[config.mk]
export PLATFORM = sky130hd
export DESIGN_NAME = handshake_responder
export DESIGN_NICKNAME = d
export VERILOG_FILES = /design/src/rtl/handshake_pkg.sv /design/src/rtl/handshake_responder_rsp_fifo.sv /design/src/rtl/handshake_responder.sv
export SDC_FILE = /design/constraint.sdc
export NUM_CORES = 1
export LEC_CHECK = 0
export CAP_MARGIN = 20
export CORE_MARGIN = 2
export CORE_UTILIZATION = 50
export DETAILED_ROUTE_END_ITERATION = 6
export GPL_ROUTABILITY_DRIVEN = 0
export PLACE_DENSITY = 0.77
export SYNTH_ARGS = -nofsm -noshare
export SYNTH_HDL_FRONTEND = slang
export SYNTH_SLANG_ARGS = --single-unit
export TNS_END_PERCENT = 100
[constraint.sdc]
create_clock -name CLK -period 6.8 [get_ports CLK]
set_input_delay 0.68 -clock CLK [delete_from_list [all_inputs] [get_ports CLK]]
set_output_delay 0.68 -clock CLK [all_outputs]
set_load 0.01 [all_outputs]
[src/rtl/handshake_pkg.sv]
// Shared types and helpers for the request/response handshake responder and its monitor.
// Response relation and throttle LFSR step live here so both sides compute them identically.
package handshake_pkg;

  localparam int DATA_W = 4;
  localparam int MAX_W = 32;
  // Taps for x^8+x^6+x^5+x^4+1 on a left-shifting Fibonacci register (bits 7,5,4,3).
  localparam logic [7:0] LFSR_TAPS = 8'hB8;

  typedef struct packed {
    logic [DATA_W-1:0] data;
    logic              tag;
  } req_entry_t;

  // Reduction over only the low 'width' bits, so one function serves any payload width.
  function automatic logic resp_fn(input logic [MAX_W-1:0] data, input int width, input logic tag);
    logic any_set;
    logic all_set;
    any_set = 1'b0;
    all_set = 1'b1;
    for (int i = 0; i < MAX_W; i++) begin
      if (i < width) begin
        any_set = any_set | data[i];
        all_set = all_set & data[i];
      end
    end
    return any_set & (all_set & tag);
  endfunction

  function automatic logic [7:0] lfsr_step(input logic [7:0] s);
    return {s[6:0], ^(s & LFSR_TAPS)};
  endfunction

endpackage

[src/rtl/handshake_responder_rsp_fifo.sv]
// Synchronous FIFO holding accepted requests; head is read straight from the storage array.
// Latency: a push is visible at the head the cycle after the write edge.
// Backpressure: push ignored when full, pop ignored when empty; caller gates with full/empty.
module rsp_fifo #(
  parameter int DEPTH = 4,
  parameter int W     = 5
) (
  input  logic                     CLK,
  input  logic                     ASYNCRESETN,
  input  logic                     push,
  input  logic                     pop,
  input  logic [W-1:0]             din,
  output logic [W-1:0]             dout,
  output logic                     full,
  output logic                     empty,
  output logic [$clog2(DEPTH):0]   count
);

  localparam int AW = $clog2(DEPTH);

  logic [W-1:0]  mem [DEPTH];
  logic [AW:0]   wr_ptr;
  logic [AW:0]   rd_ptr;
  logic          do_push;
  logic          do_pop;

  // Pointers carry one extra MSB so equal low bits can be told apart as full vs empty.
  assign count   = wr_ptr - rd_ptr;
  assign full    = (count == (AW+1)'(DEPTH));
  assign empty   = (wr_ptr == rd_ptr);
  assign do_push = push & ~full;
  assign do_pop  = pop & ~empty;
  assign dout    = mem[rd_ptr[AW-1:0]];

  always_ff @(posedge CLK or negedge ASYNCRESETN) begin
    if (!ASYNCRESETN) begin
      wr_ptr <= '0;
      rd_ptr <= '0;
    end else begin
      if (do_push) wr_ptr <= wr_ptr + 1'b1;
      if (do_pop)  rd_ptr <= rd_ptr + 1'b1;
    end
  end

  always_ff @(posedge CLK) begin
    if (do_push) mem[wr_ptr[AW-1:0]] <= din;
  end

endmodule

[src/rtl/handshake_responder.sv]
// Ready-driving responder: buffers ready/valid requests and returns one response bit per request.
// Latency: request accepted at edge N is presented as a response from cycle N+1.
// Backpressure: registered req_ready drops on full or LFSR stall; responses hold while resp_ready=0.
module handshake_responder
  import handshake_pkg::*;
#(
  parameter int         WIDTH     = DATA_W,
  parameter int         DEPTH     = 4,
  parameter logic [7:0] LFSR_SEED = 8'hA5
) (
  input  logic                      CLK,
  input  logic                      ASYNCRESETN,
  input  logic                      req_valid,
  output logic                      req_ready,
  input  logic [WIDTH-1:0]          req_data,
  input  logic                      req_tag,
  output logic                      resp_valid,
  input  logic                      resp_ready,
  output logic                      resp_out,
  output logic [WIDTH-1:0]          resp_data,
  input  logic                      throttle_en,
  input  logic [2:0]                stall_thresh,
  output logic [$clog2(DEPTH):0]    occupancy,
  output logic [15:0]               req_count,
  output logic [15:0]               resp_count
);

  localparam int CW = $clog2(DEPTH) + 1;

  logic [WIDTH:0]  head;
  logic            fifo_full;
  logic            fifo_empty;
  logic [CW-1:0]   count;
  logic [CW-1:0]   count_next;
  logic            push;
  logic            pop;
  logic [7:0]      lfsr;
  logic [7:0]      lfsr_next;
  logic            full_next;
  logic            stall_next;

  assign push = req_valid & req_ready;
  assign pop  = resp_valid & resp_ready;

  rsp_fifo #(
    .DEPTH (DEPTH),
    .W     (WIDTH + 1)
  ) u_rsp_fifo (
    .CLK         (CLK),
    .ASYNCRESETN (ASYNCRESETN),
    .push        (push),
    .pop         (pop),
    .din         ({req_data, req_tag}),
    .dout        (head),
    .full        (fifo_full),
    .empty       (fifo_empty),
    .count       (count)
  );

  // Ready looks one cycle ahead: it accounts for this cycle's push and pop and the next LFSR state.
  assign count_next = count + CW'(push) - CW'(pop);
  assign full_next  = (count_next == CW'(DEPTH));
  assign lfsr_next  = lfsr_step(lfsr);
  assign stall_next = throttle_en & (lfsr_next[2:0] < stall_thresh);

  always_ff @(posedge CLK or negedge ASYNCRESETN) begin
    if (!ASYNCRESETN) begin
      lfsr       <= LFSR_SEED;
      req_ready  <= 1'b0;
      req_count  <= '0;
      resp_count <= '0;
    end else begin
      lfsr      <= lfsr_next;
      req_ready <= ~full_next & ~stall_next;
      if (push) req_count  <= req_count + 16'd1;
      if (pop)  resp_count <= resp_count + 16'd1;
    end
  end

  // Outputs are forced to zero when empty rather than showing a stale storage slot.
  assign occupancy  = count;
  assign resp_valid = ~fifo_empty;
  assign resp_data  = fifo_empty ? '0 : head[WIDTH:1];
  assign resp_out   = ~fifo_empty & resp_fn(MAX_W'(head[WIDTH:1]), WIDTH, head[0]);

  // Full implies no push was possible this cycle; the storage also refuses it.
  logic unused_full;
  assign unused_full = fifo_full;

endmodule
==> results of run 1 <==
==> power by group through the flow <==
stage | Combinational (mW) | Sequential (mW) | Clock (mW)
2_1_floorplan | 0.401 | 0.577 | 0
3_3_place_gp | 0.644 | 0.589 | 0
3_5_place_dp | 0.671 | 0.594 | 0
4_1_cts | 0.686 | 0.587 | 0.290
5_1_grt | 0.745 | 0.599 | 0.311
6_report | 0.680 | 0.585 | 0.280
==> worst max-delay path, stage by stage (launching register included) <==
cell,delay [ns]
dfrtp_1,0.53
ha_1,0.55
nand3_1,0.29
and2_1,0.24
clkdlybuf4s50_1,0.47
==> area by class of cell <==
type                    count  share of cell area
inverters                  12              0.0118
flip-flops and latches     67               0.468
multi-input cells         139               0.307
well taps                  75              0.0246
clock inverters             3             0.00394
repair buffers             55               0.146
clock buffers              13              0.0391
==> per-stage QoR <==
stage          std cells  worst slack [ns]  utilization  hold WS (ns)  power (mW)
6_report             364              3.70        0.651         0.183        1.54
3_3_place_gp         347              3.71        0.620         0.334        1.23
2_1_floorplan        220              4.21            -         0.333       0.978
3_5_place_dp         347              3.60        0.620         0.341        1.27
5_1_grt              364              3.49        0.651         0.176        1.65
4_1_cts              363              3.63        0.648         0.357        1.56
==> layer usage <==
metal  up-vias  share of wire  global-route usage
met3         9          0.054              0.0670
met1       916           0.44               0.230
met4         0          0.017              0.0712
met5         -              0                   0
li1        906              -                   -
met2        50           0.49               0.290
==> layout by cell type (no fill, tap or decap), drive strengths merged, types with 9 or more instances in the layout <==
cell type and count:
clkdlybuf4s50 53, dfrtp 43, xnor2 23, edfxtp 20, xor2 17, ha 13, clkbuf 13, inv 12
nand2 12, nand4 12, nand3 9, and3 9
==> registers in the layout, summed over array words and instances (netlist names) <==
name / cells
u_rsp_fifo.rd_ptr: 3
lfsr: 8
req_ready: 1
req_count: 16
resp_count: 16
u_rsp_fifo.mem: 20
u_rsp_fifo.wr_ptr: 3
==> cell usage after synthesis <==
library cell	number
xor2_1	17
dfrtp_1	43
and3_2	1
and2_4	1
xnor2_1	23
fa_1	2
xor3_2	1
nand2b_1	1
and3_1	8
and4_1	6
o21ai_0	2
mux2_2	2
edfxtp_1	20
inv_1	12
nand3_1	9
a31oi_2	1
nor4_1	1
a31oi_1	1
nor3_1	2
mux4_2	5
or2_2	1
and2_1	7
clkbuf_1	1
ha_1	13
a31oi_4	1
nand2_1	12
dfstp_2	4
a21oi_1	1
nand4_1	12
nor2_1	8
a311oi_2	1
buf_2	1
==> cell families (layout without fill, tap and decap cells) <==
logic type | Yosys count | in the layout | synth area share
buffers and inverters | 14 | 83 | 0.0179
AOI/OAI and AO/OA | 7 | 7 | 0.0233
xor gates and xnor gates | 41 | 41 | 0.125
adders and majority gates | 15 | 15 | 0.0674
DFF | 67 | 67 | 0.593
muxes | 7 | 7 | 0.0450
and+or+nand+nor | 69 | 69 | 0.129
==> worst paths after layout <==
kind | slack, ns | end | from | cells after the start
max in group asynchronous | 6.08 | lfsr[0]$_DFF_PN1_ | ASYNCRESETN | 2
worst min register to register | 0.35 | lfsr[7]$_DFF_PN1_ | lfsr[6]$_DFF_PN0_ | 0
worst max-delay path | 3.70 | resp_data[0] | u_rsp_fifo.rd_ptr[0]$_DFFE_PN0P_ | 4
worst min-delay path | 0.18 | resp_count[12]$_DFFE_PN0P_ | ASYNCRESETN | 1
worst max register to register | 3.72 | req_ready$_DFF_PN0_ | u_rsp_fifo.rd_ptr[0]$_DFFE_PN0P_ | 10
min in group CLK | 0.35 | lfsr[7]$_DFF_PN1_ | lfsr[6]$_DFF_PN0_ | 0
==> impl_metrics.json, run 1 <==
{
  "status": "finished, final reports clean",
  "power_density_mw_per_mm2": 405,
  "ant_nets": 0,
  "post-route-min-period_ns": 3.10,
  "intPower_mw": 0.990,
  "nets": 312,
  "ys_ff_latch": 67,
  "drive_above_1_share": 0.114,
  "arrival_ns": 2.42,
  "worstPathRequired_ns": 6.12,
  "grt_max_degree": 48,
  "routed_wl_um": 5510,
  "io_pins": 55,
  "diodes": 0,
  "synth_warnings": 0,
  "comb_power_share": 0.440,
  "num_vias": 1881,
  "peakVddDrop_mv": 0.316,
  "grt_pass1_vias": 1874,
  "drc": 0,
  "skew_ns": 0.00530,
  "maxSlewViolCount": 0,
  "ctsHoldBuffers": 0,
  "ys_types": 32,
  "pwr-share-seq": 0.379,
  "core_mm2": 0.00585,
  "syn-instance-count": 220,
  "critPathMaxFanout": 8,
  "ctsLongestPathBuffers": 2,
  "tns_ns": 0,
  "fp.dieH_um": 81.5,
  "first_pass_iters": 4,
  "maxSlewHeadroom": 0.619,
  "final_area_mm2": 0.00381,
  "rsz0062_at_grt": "no",
  "antenna_found_initial": 0,
  "worst_pin_slew_ns": 0.569,
  "switching_share": 0.359,
  "drt_iter0_drc": 53,
  "io_buffers": 54,
  "nFillCells": 441,
  "cts_tree": "yes",
  "critPathKind": "flip-flop to output port",
  "postCtsResizedCells": 0,
  "switchingPower_mw": 0.554,
  "syn_to_final_growth_pct": 26.8,
  "grt_overflow_total": 0,
  "multi_input_area_mm2": 0.00117,
  "cp-start-kind": "flip-flop",
  "netlist.area_leader.share": 0.358,
  "fin_crit_sh": 0.456,
  "htree_levels": 3,
  "rows": 28,
  "clock_sinks": 67,
  "seq_area_mm2": 0.00178,
  "synthesis.nets": 248,
  "crit_path_end_kind": "output port",
  "start_util": 0.514,
  "viasPerCell": 5.17,
  "clk_pin_slew_worst_paths_ns": 0.07,
  "hp-class": "input pin to async pin",
  "hold_violations": 0,
  "cts_buffers": 9,
  "cts_setup_buffers": 0,
  "synth_area_leaders": "dfrtp_1 36%, edfxtp_1 20%, xnor2_1 6.7%, ha_1 5.4%, xor2_1 5.0%",
  "grt_use_total": 0.183,
  "clkPwrFrac": 0.181,
  "grt_pass1_wl_um": 8870,
  "clock_latency_ns": 0.34,
  "synth.yosys.seq_area_share": 0.593,
  "wire_per_inst_um": 15.1,
  "cap_viol_max_count": 0,
  "synth_area_mm2": 0.00301,
  "synth_largest_area_cell": "dfrtp_1",
  "place_area_mm2": 0.00363,
  "die_area_mm2": 0.00665,
  "leakagePower_nw": 1.64,
  "dp_hpwl_um": 3830,
  "die_w_um": 81.5,
  "syn_area_per_cell_um2": 13.7,
  "fmax_ghz": 0.322,
  "setup_viol": 0,
  "cts_root_buf": "clkbuf_8"
}
Power figures use the tool's default switching activity.
==> inputs of run 2 (changes only) <==
clock period = 3.2 ns   (was 6.8 ns; I/O delays follow)
==> run 2 against run 1 <==
  * Global-route usage increased by 0.27 points
  * Critical path depth grew 7
  * Clock power increased to 2.8 times the previous value
  * Hold slack gained 0.17 ns
  * Sequential power up 110%
  * Clock skew increased by 0.0059 ns
  * Critical endpoint is now req_ready$_DFF_PN0_
  * Largest cell class unchanged
==> impl_metrics.json, run 2 (synthesis gave the netlist of run 1 again) <==
{
  "cp_slowest_cell": "dfrtp_1",
  "htree_levels": 3,
  "start_util": 0.514,
  "cts_buffers": 9,
  "io_pins": 55,
  "core_mm2": 0.00585,
  "die_w_um": 81.5,
  "first_pass_iters": 5,
  "clock_sinks": 67,
  "antenna_found_initial": 0,
  "ctsHoldBuffers": 0,
  "hold_violations": 0,
  "die_area_mm2": 0.00665,
  "nets": 315,
  "leakagePower_nw": 1.67,
  "cpPeakStageDelay_ns": 0.57,
  "worstPathRequired_ns": 3.40,
  "worst-r2r-cell-count": 11,
  "peakVddDrop_mv": 0.671,
  "crit_path_end_kind": "flip-flop",
  "place_area_mm2": 0.00364,
  "cp-start-kind": "flip-flop",
  "final_cell_mix": "53 x clkdlybuf4s50_1, 43 x dfrtp_1, 23 x xnor2_1, 20 x edfxtp_1, 17 x xor2_1",
  "grt_pass1_vias": 1856,
  "nFillCells": 432,
  "io_buffers": 54,
  "clk_pin_slew_worst_paths_ns": 0.08,
  "critPathKind": "flip-flop to flip-flop",
  "drive_above_1_share": 0.120,
  "setup_viol": 0,
  "tns_ns": 0,
  "fp.dieH_um": 81.5,
  "dp_hpwl_um": 4010,
  "fin_crit_sh": 0.865,
  "finalPower_mw": 3.46,
  "skew_ns": 0.0112,
  "num_vias": 1922,
  "layout_commonest_cell": "clkdlybuf4s50_1",
  "postCtsResizedCells": 0,
  "status": "finished, final reports clean",
  "whs_ns": 0.357,
  "place_inst": 349,
  "rsz0062_at_grt": "no",
  "critPathMaxFanout": 8,
  "grt_use_total": 0.186,
  "final_area_mm2": 0.00389,
  "grt_overflow_total": 0,
  "wire_per_inst_um": 15.5,
  "grt_pass1_wl_um": 9050,
  "grt_max_degree": 48,
  "stdcell_count": 367,
  "cts_tree": "yes",
  "routed_wl_um": 5700,
  "path_common_cell": "ha_1",
  "ctsLongestPathBuffers": 2,
  "syn_to_final_growth_pct": 29.4,
  "fmax_ghz": 0.361,
  "drc": 0,
  "cap_viol_max_count": 0,
  "worst_pin_slew_ns": 0.645,
  "diodes": 0,
  "power_density_mw_per_mm2": 889,
  "cts_setup_buffers": 0,
  "drt_iter0_drc": 69,
  "ant_nets": 0,
  "rows": 28,
  "largest_register_ffs": 20,
  "clock_latency_ns": 0.34,
  "post-route-min-period_ns": 2.77,
  "arrival_ns": 2.97,
  "worstPathCellList": "inv_1 -> ha_1 -> a31oi_2 -> ha_1 -> inv_1 -> ha_1 -> fa_1 -> xor2_1 -> xnor2_1 -> nor3_1 -> nor3_1",
  "maxSlewViolCount": 0,
  "maxSlewHeadroom": 0.568,
  "cts_root_buf": "clkbuf_8",
  "hp-class": "input pin to async pin",
  "viasPerCell": 5.24
}
## run 2: worst paths after layout
path	from	to	slack, ns
max in group asynchronous	ASYNCRESETN	lfsr[2]$_DFF_PN1_	2.31
setup / recovery	u_rsp_fifo.rd_ptr[1]$_DFFE_PN0P_	req_ready$_DFF_PN0_	0.43
setup reg to reg	u_rsp_fifo.rd_ptr[1]$_DFFE_PN0P_	req_ready$_DFF_PN0_	0.43
min in group CLK	lfsr[6]$_DFF_PN0_	lfsr[7]$_DFF_PN1_	0.36
hold / removal	ASYNCRESETN	resp_count[11]$_DFFE_PN0P_	0.36
hold reg to reg	lfsr[6]$_DFF_PN0_	lfsr[7]$_DFF_PN1_	0.36
## run 2: through the flow
| step | worst slack (ns) | utilization |
|---|---|---|
| 2_1_floorplan | 0.607 | - |
| 3_3_place_gp | 0.591 | 0.622 |
| 3_5_place_dp | 0.475 | 0.622 |
| 4_1_cts | 0.449 | 0.660 |
| 5_1_grt | 0.259 | 0.665 |
| 6_report | 0.433 | 0.665 |
## run 2: final cells by class
class                      instances  area [um2]  share of cell area
clock inverter                     5        76.3              0.0196
sequential                        67        1780               0.458
timing repair buffer              58         581               0.149
tap                               75        93.8              0.0241
clock buffer                      11         141              0.0364
multi-input combinational        139        1170               0.301
inverter                          12        45.0              0.0116
## run 2: report_power, final
group,switching (mW),total [mW],internal [mW]
logic,0.687,1.46,0.776
clock network,0.313,0.770,0.457
registers,0.178,1.22,1.04
## run 2: critical path, delay by kind of cell (launching register included)
family                     cells  cell delay (ns)
AOI/OAI and AO/OA              1             0.12
buffers and inverters          2             0.15
DFF                            1             0.57
adders and majority gates      4             1.23
xor gates and xnor gates       2             0.32
and+or+nand+nor                2             0.24
## run 2: metal layers
layer / vias to the layer above / routed length [um] / share of wire / track usage
met5: - / 0 / 0 / 0
li1: 912 / - / - / -
met4: 0 / 68 / 0.012 / 0.0763
met1: 956 / 2660 / 0.47 / 0.243
met2: 48 / 2740 / 0.48 / 0.291
met3: 6 / 232 / 0.041 / 0.0560
